==> config.mk <==
export PLATFORM = sky130hd
export DESIGN_NAME = pc_unit
export DESIGN_NICKNAME = d
export VERILOG_FILES = /design/src/rtl/pc_unit.sv
export SDC_FILE = /design/constraint.sdc
export NUM_CORES = 1
export LEC_CHECK = 0
export CORE_MARGIN = 1.5
export CORE_UTILIZATION = 46
export CTS_CLUSTER_DIAMETER = 150
export CTS_CLUSTER_SIZE = 24
export DETAILED_ROUTE_END_ITERATION = 10
export PLACE_DENSITY = 0.8
export SLEW_MARGIN = 20
export SYNTH_ARGS = -nofsm -noshare
export SYNTH_HDL_FRONTEND = slang
export SYNTH_SLANG_ARGS = --single-unit
==> constraint.sdc <==
create_clock -name clk -period 2.8 [get_ports clk]
set_clock_uncertainty 0.05 [all_clocks]
set_input_delay 0.28 -clock clk [delete_from_list [all_inputs] [get_ports clk]]
set_output_delay 0.28 -clock clk [all_outputs]
set_load 0.03 [all_outputs]
==> src/rtl/pc_unit.sv <==
// rtl/pc_unit.sv - program counter with redirect, stall hold and pending-redirect capture
module pc_unit #(
    parameter int                ADDR_W    = 32,
    parameter logic [ADDR_W-1:0] RESET_VEC = '0,
    parameter int                STEP      = 4
) (
    input  logic              clk,
    input  logic              rst,
    input  logic              stall,
    input  logic              redir_valid,
    input  logic [ADDR_W-1:0] redir_target,
    input  logic              fetch_ready,
    output logic              fetch_valid,
    output logic [ADDR_W-1:0] pc_out,
    output logic [ADDR_W-1:0] id_pc,
    output logic              id_valid,
    output logic              misalign_err
);
    typedef enum logic {RUN, PEND} state_t;

    localparam logic [ADDR_W-1:0] LOW_MASK = ADDR_W'(STEP - 1);
    localparam logic [ADDR_W-1:0] INCR     = ADDR_W'(STEP);

    state_t            state;
    logic [ADDR_W-1:0] pend_target;
    logic [ADDR_W-1:0] aligned_target;
    logic              fetch_fire;

    assign aligned_target = redir_target & ~LOW_MASK;
    // rst gates the request so nothing is issued while the PC is being forced
    assign fetch_valid    = !rst && !stall && (state == RUN) && !redir_valid;
    assign fetch_fire     = fetch_valid && fetch_ready;

    always_ff @(posedge clk or posedge rst) begin
        if (rst) begin
            state        <= RUN;
            pend_target  <= '0;
            pc_out       <= RESET_VEC;
            id_pc        <= '0;
            id_valid     <= 1'b0;
            misalign_err <= 1'b0;
        end else begin
            // every redirect is captured either directly or into pend_target
            misalign_err <= redir_valid && |(redir_target & LOW_MASK);
            case (state)
                RUN: begin
                    if (redir_valid) begin
                        if (stall) begin
                            pend_target <= aligned_target;
                            state       <= PEND;
                        end else begin
                            pc_out   <= aligned_target;
                            id_valid <= 1'b0;
                        end
                    end else if (!stall) begin
                        if (fetch_fire) begin
                            pc_out   <= pc_out + INCR;
                            id_pc    <= pc_out;
                            id_valid <= 1'b1;
                        end else begin
                            id_valid <= 1'b0;
                        end
                    end
                end
                PEND: begin
                    if (stall) begin
                        if (redir_valid) begin
                            pend_target <= aligned_target;
                        end
                    end else begin
                        pc_out   <= redir_valid ? aligned_target : pend_target;
                        id_valid <= 1'b0;
                        state    <= RUN;
                    end
                end
                default: state <= RUN;
            endcase
        end
    end
endmodule

==> run_results.csv, run 1 <==
group,metric,value,unit
hold_path,hold_path_class,"in2async",
synth,synth-adder-area-share,0.253,%
sta,worst-slew-pin-transition,0.709,ns
pwr,total_power,4.48,mW
cts,cts_buffers,9,
synth,synthMuxAreaShare,8.93,%
worst_setup_path,worstRegToRegCells,5,
worst_setup_path,r2r_start,"pc_out[2]",
place,dp.cells,730,
detailed_routing,antenna_left,0,
sta,hold_viol_final,0,
sta,slew_headroom,52.6,%
final_layout,final_layout_size_suffix_gt1_share,12.3,%
synth,yosys-top-cells-area,"dfrtp_1 (50%), nand2_1 (8.7%), mux2_2 (7.5%), o21ai_0 (3.5%), clkbuf_1 (2.1%)",
worst_setup_path,startpoint,"pc_out[2]",
worst_setup_path,cp.arrival,2.67,ns
global_route,grt_overflow_total,0,
sta,fin_setup_tns,0,ns
flow_run,maxCapViolations,0,
die,rows,37,
synth,synth-edff-count,0,
synth,async_flop_share,100,%
sta,maxSlewViolCount,0,
final_layout,fin_nets,643,
synth,synth-main-ff-cell,"dfrtp_1",
synth,syn_avg_cell_area,9.62,um^2
synth,synth_top_family_by_area,"simple AND/OR/NAND/NOR gates",
synth,synth_xor_area_share,0.177,%
detailed_routing,drt_first_pass_iters,4,
pwr,powerDensity,705,mW/mm^2
cts,cts_root_buffer,"clkbuf_8",
worst_setup_path,cp_max_fo,8,
cts,clockBufferDepth,2,
cts,cts_resized,0,
detailed_routing,via_per_inst,5.89,
final_layout,synthToLayoutAreaGrowth,28.6,%
outcome,run_status,"completed",
sta,rsz0062_at_grt,"no",
final_layout,nFillCells,871,
global_route,antenna_found_initial,0,
final_layout,n_antenna_cell,0,
detailed_routing,drtIter0Drc,364,
global_route,grt_pass1_wl,21700,um
place,io_buffers,103,
detailed_routing,vias,4388,
cts,h-tree-depth,3,
synth,synth_fp_nets,552,
synth,post-synth-top-area-fraction,50.1,%
worst_setup_path,crit_type,"reg2reg",
die,coreArea,0.0104,mm^2
die,die_h,107,um
sta,period_share,86.0,%
place,routabilityCongestion,0.892,
synth,yosysTopAreaCell,"dfrtp_1",
detailed_routing,drc,0,
synth,synthDistinctLibCells,56,
global_route,grt_use_total,24.4,%
cts,postCtsHoldBufs,0,
detailed_routing,wl_per_cell,18.1,um
worst_setup_path,worstPathRequired,3.06,ns
synth,synth_common_cells,"nand2_1 (115), dfrtp_1 (99), o21ai_0 (35)",
global_route,grt_start_max_net_pins,40,
die,die_x,107,um
synth,synth_compound_area_share,15.3,%
worst_setup_path,r2r_end,"pc_out[28]",
synth,seq_area_frac_synth,50.1,%
worst_setup_path,end_kind,"flip-flop",
detailed_routing,wl,13500,um
synth,yosysMostFrequentCell,"nand2_1",
cts,cts_setup_buffers,0,
final_layout,fin_cells,745,
sta,finalSetupViolations,0,
synth,syn_area,0.00494,mm^2
final_layout,register_area,0.00248,mm^2
pwr,power_leakage,2.66,nW
synth,ys_ff_latch,99,
cts,path_clk_slew,0.10,ns
pwr,vdd_drop_max,0.311,mV
sta,fin_crit,2.41,ns
global_route,grt_pass1_vias,4286,
die,start_util,47.7,%
die,die-area,0.0114,mm^2
synth,yosys_warnings,0,
die,ios,104,
synth,syn-instance-count,514,
synth,synth-simple-area-share,20.7,%
worst_setup_path,ff2ff_setup_slack,0.39,ns
worst_setup_path,worst_setup_path_start_kind,"flip-flop",
cts,clk_latency,0.37,ns
final_layout,multi_input_area,0.00224,mm^2
sta,clock.fmax,415,MHz
place,dp_hpwl,9620,um
cts,numClockSinks,99,
cts,cts_tree,"yes",
## placed cells by master, fill, tap and decap left out, drive strengths merged, types with 4 or more instances in the layout
master           n
a21oi            9
nor2            19
nand4           13
o311ai           4
clkbuf           9
inv              7
clkdlybuf4s50  102
dfrtp           99
and4             6
buf             21
nand3           17
and2             5
o21ai           36
a22o            12
nor2b            5
clkinvlp         4
nor4             5
o211ai           9
a211oi           5
a31oi            7
mux2            33
nand2          115
mux2i            7
or4              8
a22oi            5
## layer usage
metal,vias to the layer above,global-route usage [%],wire [um]
li1,2037,-,-
met1,2145,31.5,5540
met2,178,41.3,6820
met3,28,3.83,851
met4,0,9.62,291
met5,-,0,0
## cell families after synthesis
| kind of cell | Yosys count |
|---|---|
| and+or+nand+nor | 211 |
| AOI/OAI and AO/OA | 111 |
| DFF | 99 |
| buffers and inverters | 51 |
| muxes | 40 |
| xor gates and xnor gates | 1 |
| adders and majority gates | 1 |
## how the worst max path moves through the flow
stage,slack [ns],endpoint,depth (start not counted)
6_report,0.39,pc_out[28],5
5_1_grt,0.30,pc_out[23],4
4_1_cts,0.40,pc_out[28],5
3_5_place_dp,0.43,pc_out[28],5
3_3_place_gp,0.50,pc_out[27],4
2_1_floorplan,0.44,pc_out[28],6
## critical path, cell delays in order, from the launching register on
cell and delay (ns):
dfrtp_1 0.47, ha_1 0.24, nand3_1 0.21, or4_1 0.71
or4b_1 0.57, nand4_1 0.10
## where the power goes
group	total, mW	internal [mW]	switching, mW
clock	1.00	0.499	0.502
combinational	1.48	0.648	0.834
sequential	2.00	1.70	0.301
## sequential cells by signal, summed over array words and instances, names as in the netlist
name and cells:
pend_target 32, pc_out 32, state 1, id_valid 1, misalign_err 1, id_pc 32
## area by class of cell
cell class / count / area share [%]
clock buffers: 9 / 1.95
clock inverters: 6 / 1.44
inverters: 8 / 0.531
multi-input cells: 364 / 35.3
flip-flops and latches: 99 / 39.0
well taps: 136 / 2.68
repair buffers: 123 / 19.1
## stage by stage
step / setup WS, ns / cell area (um^2) / util, % / hold slack [ns]
final: 0.393 / 6360 / 61.3 / 0.383
after global routing: 0.302 / 6360 / 61.3 / 0.447
after CTS: 0.402 / 6360 / 61.3 / 0.399
after detailed placement: 0.428 / 6140 / 59.2 / 0.413
after global placement: 0.497 / 6140 / 59.2 / 0.406
after floorplan: 0.438 / 4950 / - / 0.355
(Power assumes the default switching activity.)
==> inputs of run 2 (changes only) <==
--- a/config.mk
+++ b/config.mk
@@ -10,6 +10,7 @@
 export CTS_CLUSTER_DIAMETER = 150
 export CTS_CLUSTER_SIZE = 24
 export DETAILED_ROUTE_END_ITERATION = 10
+export GPL_TIMING_DRIVEN = 1
 export PLACE_DENSITY = 0.8
 export SLEW_MARGIN = 20
 export SYNTH_ARGS = -nofsm -noshare
==> results of run 2 <==
Final layout, timing and power as in run 1 (identical DEF).
